===== src/rtl/pc_fetch_unit_if.sv =====
// Signal bundle between the fetch unit, the next-PC logic, the instruction bus and ID.
// The fetch unit takes the master side; the surrounding pipeline and memory take the slave side.
interface pc_fetch_unit_if;
    logic [31:0] npc;
    logic        jump_taken;
    logic        id_allowin;
    logic [31:0] if_pc;
    logic        inst_req;
    logic [31:0] inst_addr;
    logic        inst_addr_ok;
    logic        inst_data_ok;
    logic [31:0] inst_rdata;
    logic        if_valid;
    logic [31:0] if_inst;

    modport master (
        input  npc,
        input  jump_taken,
        input  id_allowin,
        input  inst_addr_ok,
        input  inst_data_ok,
        input  inst_rdata,
        output if_pc,
        output inst_req,
        output inst_addr,
        output if_valid,
        output if_inst
    );

    modport slave (
        output npc,
        output jump_taken,
        output id_allowin,
        output inst_addr_ok,
        output inst_data_ok,
        output inst_rdata,
        input  if_pc,
        input  inst_req,
        input  inst_addr,
        input  if_valid,
        input  if_inst
    );
endinterface


===== src/rtl/pc_fetch_unit.sv =====
// Fetch stage: owns the fetch PC, issues one instruction fetch at a time over a
// request/addr_ok/data_ok bus and hands the result to ID; redirects cancel in-flight fetches.
module pc_fetch_unit #(
    parameter logic [31:0] RESET_PC = 32'h1c00_0000
) (
    input logic             clk,
    input logic             resetn,
    pc_fetch_unit_if.master bus
);

    typedef enum logic [1:0] {
        StIdle,
        StReq,
        StWait,
        StHold
    } state_e;

    state_e      state_q, state_d;
    logic [31:0] pc_q, pc_d;
    logic [31:0] inst_q, inst_d;
    logic        valid_q, valid_d;
    // Set while the outstanding response belongs to an address abandoned by a redirect
    logic        cancel_q, cancel_d;

    always_ff @(posedge clk or negedge resetn) begin
        if (!resetn) begin
            state_q  <= StIdle;
            pc_q     <= RESET_PC;
            inst_q   <= '0;
            valid_q  <= 1'b0;
            cancel_q <= 1'b0;
        end else begin
            state_q  <= state_d;
            pc_q     <= pc_d;
            inst_q   <= inst_d;
            valid_q  <= valid_d;
            cancel_q <= cancel_d;
        end
    end

    always_comb begin
        state_d  = state_q;
        pc_d     = pc_q;
        inst_d   = inst_q;
        valid_d  = valid_q;
        cancel_d = cancel_q;

        unique case (state_q)
            StIdle: begin
                state_d = StReq;
            end

            StReq: begin
                if (bus.jump_taken) begin
                    pc_d = bus.npc;
                end
                if (bus.inst_addr_ok) begin
                    state_d  = StWait;
                    cancel_d = bus.jump_taken;
                end
            end

            StWait: begin
                if (bus.inst_data_ok) begin
                    cancel_d = 1'b0;
                    if (bus.jump_taken || cancel_q) begin
                        state_d = StReq;
                    end else begin
                        inst_d  = bus.inst_rdata;
                        valid_d = 1'b1;
                        state_d = StHold;
                    end
                    if (bus.jump_taken) begin
                        pc_d = bus.npc;
                    end
                end else if (bus.jump_taken) begin
                    cancel_d = 1'b1;
                    pc_d     = bus.npc;
                end
            end

            StHold: begin
                // A redirect and a normal hand-off both load npc; only the former drops the instruction
                if (bus.jump_taken || bus.id_allowin) begin
                    pc_d    = bus.npc;
                    valid_d = 1'b0;
                    state_d = StReq;
                end
            end

            default: begin
                state_d = StIdle;
            end
        endcase
    end

    assign bus.if_pc     = pc_q;
    assign bus.inst_addr = pc_q;
    assign bus.inst_req  = (state_q == StReq);
    assign bus.if_valid  = valid_q;
    assign bus.if_inst   = inst_q;

    a_valid_only_in_hold : assert property (
        @(posedge clk) disable iff (!resetn) valid_q == (state_q == StHold)
    );

    a_cancel_only_in_wait : assert property (
        @(posedge clk) disable iff (!resetn) cancel_q |-> (state_q == StWait)
    );

endmodule


===== src/flat_wrapper.sv =====
// flat-port wrapper written by rule: the top's interface ports become plain ports
module pc_fetch_unit_flat 
#(
    parameter logic [31:0] RESET_PC = 32'h1c00_0000
)
  (clk, resetn, bus_npc, bus_jump_taken, bus_id_allowin, bus_inst_addr_ok, bus_inst_data_ok, bus_inst_rdata, bus_if_pc, bus_inst_req, bus_inst_addr, bus_if_valid, bus_if_inst);
  pc_fetch_unit_if bus_i ();
  input logic clk;
  input logic resetn;
  input wire logic [$bits(bus_i.npc)-1:0] bus_npc;
  input wire logic [$bits(bus_i.jump_taken)-1:0] bus_jump_taken;
  input wire logic [$bits(bus_i.id_allowin)-1:0] bus_id_allowin;
  input wire logic [$bits(bus_i.inst_addr_ok)-1:0] bus_inst_addr_ok;
  input wire logic [$bits(bus_i.inst_data_ok)-1:0] bus_inst_data_ok;
  input wire logic [$bits(bus_i.inst_rdata)-1:0] bus_inst_rdata;
  output wire logic [$bits(bus_i.if_pc)-1:0] bus_if_pc;
  output wire logic [$bits(bus_i.inst_req)-1:0] bus_inst_req;
  output wire logic [$bits(bus_i.inst_addr)-1:0] bus_inst_addr;
  output wire logic [$bits(bus_i.if_valid)-1:0] bus_if_valid;
  output wire logic [$bits(bus_i.if_inst)-1:0] bus_if_inst;
  assign bus_i.npc = bus_npc;
  assign bus_i.jump_taken = bus_jump_taken;
  assign bus_i.id_allowin = bus_id_allowin;
  assign bus_i.inst_addr_ok = bus_inst_addr_ok;
  assign bus_i.inst_data_ok = bus_inst_data_ok;
  assign bus_i.inst_rdata = bus_inst_rdata;
  assign bus_if_pc = bus_i.if_pc;
  assign bus_inst_req = bus_i.inst_req;
  assign bus_inst_addr = bus_i.inst_addr;
  assign bus_if_valid = bus_i.if_valid;
  assign bus_if_inst = bus_i.if_inst;
  pc_fetch_unit #(.RESET_PC(RESET_PC)) u_core (.clk(clk), .resetn(resetn), .bus(bus_i));
endmodule

===== config.mk =====
export PLATFORM = sky130hd
export DESIGN_NAME = pc_fetch_unit_flat
export DESIGN_NICKNAME = d
export VERILOG_FILES = /design/src/rtl/pc_fetch_unit_if.sv /design/src/rtl/pc_fetch_unit.sv /design/src/flat_wrapper.sv
export SDC_FILE = /design/constraint.sdc
export NUM_CORES = 1
export LEC_CHECK = 0
export CORE_MARGIN = 2
export CORE_UTILIZATION = 43
export CTS_BUF_LIST = sky130_fd_sc_hd__clkbuf_2
export DETAILED_ROUTE_END_ITERATION = 10
export GPL_TIMING_DRIVEN = 0
export MAX_ROUTING_LAYER = met4
export PLACE_DENSITY = 0.88
export SLEW_MARGIN = 20
export SYNTH_ARGS = -nofsm -noshare
export SYNTH_HDL_FRONTEND = slang
export SYNTH_SLANG_ARGS = --single-unit
export TNS_END_PERCENT = 100

===== constraint.sdc =====
create_clock -name clk -period 2.9 [get_ports clk]
set_input_delay 0.58 -clock clk [delete_from_list [all_inputs] [get_ports clk]]
set_output_delay 0.58 -clock clk [all_outputs]
set_load 0.05 [all_outputs]

==> flow_summary.yaml <==
synth:
  ys_types: 24
  ys.flop_type: "dfrtp_1"
  synth_top_cell_by_area: "dfrtp_1"
  synthTopCellsByCount: "dfrtp_1 (65), buf_4 (32), mux2_2 (32), mux2_4 (30), buf_6 (6)"
  synth.most_common_cell: "dfrtp_1"
  postSynthCellCount: 199
  synth-edff-count: 0
  synth_top_area_share_pct: 52.7
  netlist_area_um2: 3090
  synth-seq-cells: 68
  synthArstFlopShare_pct: 100
  seq_area_frac_synth_pct: 55.2
  syn_nets: 274
  avgSynthCellArea_um2: 15.5
  synth_top_cells_by_area: "dfrtp_1 (53%), mux2_4 (15%), mux2_2 (12%), buf_4 (7.8%), dfstp_2 (2.6%)"
  synth_warnings: 0
clocking:
  clockRootBuffer: "clkbuf_2"
  clkSinkCount: 68
  path_clk_slew_ns: 0.17
  clock_path_buffers: 2
  cts_inserted_buffers: 9
  cts_tree: "done"
  htree_levels: 3
  ctsResizeCount: 0
  clock_latency_ns: 0.46
grt:
  antenna_found_initial: 0
  grt_pass1_vias: 2344
  grt-ovfl-total: 0
  grt_pass1_wl_um: 10900
  grt_max_degree: 36
  grtUsageTotal_pct: 18.8
placement:
  port_buffers: 167
  place_ws_ns: 0.632
  finalWeightedCongestion: 0.708
  post-place-cells: 463
  hpwl_um: 5590
detailed_routing:
  drcViolationCount: 0
  vias_per_cell: 4.60
  postRouteWirelength_um: 7200
  first_pass_iters: 4
  wire_per_inst_um: 15.0
  vias: 2209
  ant_nets: 0
  drt_iter0_drc: 29
layout:
  drive_gt1_share_pct: 32.0
  num_antenna_cells: 0
  layoutNonFillerInstCount: 480
  syn_to_final_growth_pct: 62.3
  nNetsFinal: 454
timing:
  skew_ns: 0.0137
  finalHoldWorstSlack_ns: 0.514
  post-route-worst-setup-slack_ns: 0.310
  tightest_slew_ns: 0.533
  hold_viol: 0
  slew_headroom_pct: 64.3
  setup_viol: 0
  drv_slew: 0
  rsz0062_at_grt: "no"
  max_freq_mhz: 386
  post-route-period-util_pct: 89.3
  fin_crit_ns: 2.59
die:
  die_x_um: 88.7
  ios: 168
  core.rowCount: 30
  start_util_pct: 44.9
  die_y_um: 88.7
  dieArea_um2: 7870
  core_area_um2: 6870
critical_path:
  worst_ep_arrival_time_ns: 2.01
  criticalPathCategory: "register to primary output"
  crit_chain: "inv_1 -> ha_1 -> clkdlybuf4s50_1"
  critPathLaunchType: "register"
  crit_path_end_kind: "primary output"
  crit_fanout: 4
  slowest_stage: "clkdlybuf4s50_1"
  worstPathRequired_ns: 2.32
  cp_slowest_stage_delay_ns: 0.81
  r2r_setup_slack_ns: 0.96
run:
  drv_cap: 0
outcome:
  status: "completed"
worst_hold_path:
  hp-class: "register to register"
==> cell families (layout without fill, tap and decap cells) <==
kind of cell               count (synthesis)  count (layout)  synth area share (%)
AOI/OAI and AO/OA                         10              10                  2.92
adders and majority gates                  5               5                  2.03
buffers and inverters                     43             228                  10.6
DFF                                       68              68                  55.2
muxes                                     66              66                  27.6
and+or+nand+nor                            7               7                  1.58
==> state kept, by name (all words and copies together) (netlist names) <==
register             flops
u_core.bus.if_inst      32
u_core.bus.if_pc        32
u_core.bus.if_valid      1
u_core.cancel_q          1
u_core.state_q           2
==> critical path, delay by kind of cell, from the launching register on <==
family	cells	cell delay, ns
buf+inv	2	0.92
flops	1	0.45
fa+ha+maj	1	0.18
==> timing repair <==
item | in CTS | in global routing
endpoints found under the hold margin | 4 | 0
buffers inserted | 0 | 0
hold buffers | 1 | 0
==> area by class of cell <==
class	count	area [um^2]
clock inverter	6	55.1
multi-input combinational	88	1050
buffer	38	308
inverter	5	18.8
timing repair buffer	169	1700
sequential	68	1710
tap	96	120
fill	469	1860
clock buffer	10	50.0
==> placed cells by master, fill, tap and decap left out, types with 3 or more instances in the layout <==
cell and n:
clkdlybuf4s50_1 166, dfrtp_1 65, buf_4 33, mux2_2 32, mux2_4 30, clkbuf_2 10, buf_6 6, inv_1 5
ha_1 5, dfstp_2 3
==> routing by layer <==
| layer | share of wire [%] | vias to the layer above | global-route usage, % |
|---|---|---|---|
| met5 | 0 | - | - |
| met4 | 2.3 | 0 | 7.58 |
| li1 | - | 1013 | - |
| met1 | 40 | 1071 | 21.8 |
| met2 | 50 | 110 | 31.2 |
| met3 | 8.0 | 15 | 4.76 |
==> through the flow <==
step                      utilization (%)  cell area [um^2]  TNS, ns
after floorplan                         -              3090        0
after global placement               71.0              4880   -64.07
after detailed placement             71.3              4900        0
after CTS                            73.0              5010        0
after global routing                 73.0              5010        0
final                                73.0              5010        0
==> path summary, 6_finish.rpt <==
kind,start,endpoint,cells after the start
max in group asynchronous,resetn,u_core.bus.if_inst[17],3
hold reg to reg,u_core.bus.if_inst[4],u_core.bus.if_inst[4],1
min in group asynchronous,resetn,u_core.bus.if_pc[23],2
setup / recovery,u_core.state_q[1],bus_inst_req,3
hold / removal,u_core.bus.if_inst[4],u_core.bus.if_inst[4],1
setup reg to reg,u_core.state_q[0],u_core.bus.if_pc[30],6
Power is not shown: default switching activity piles up to over one toggle a cycle in this logic, so the estimate is an artifact.
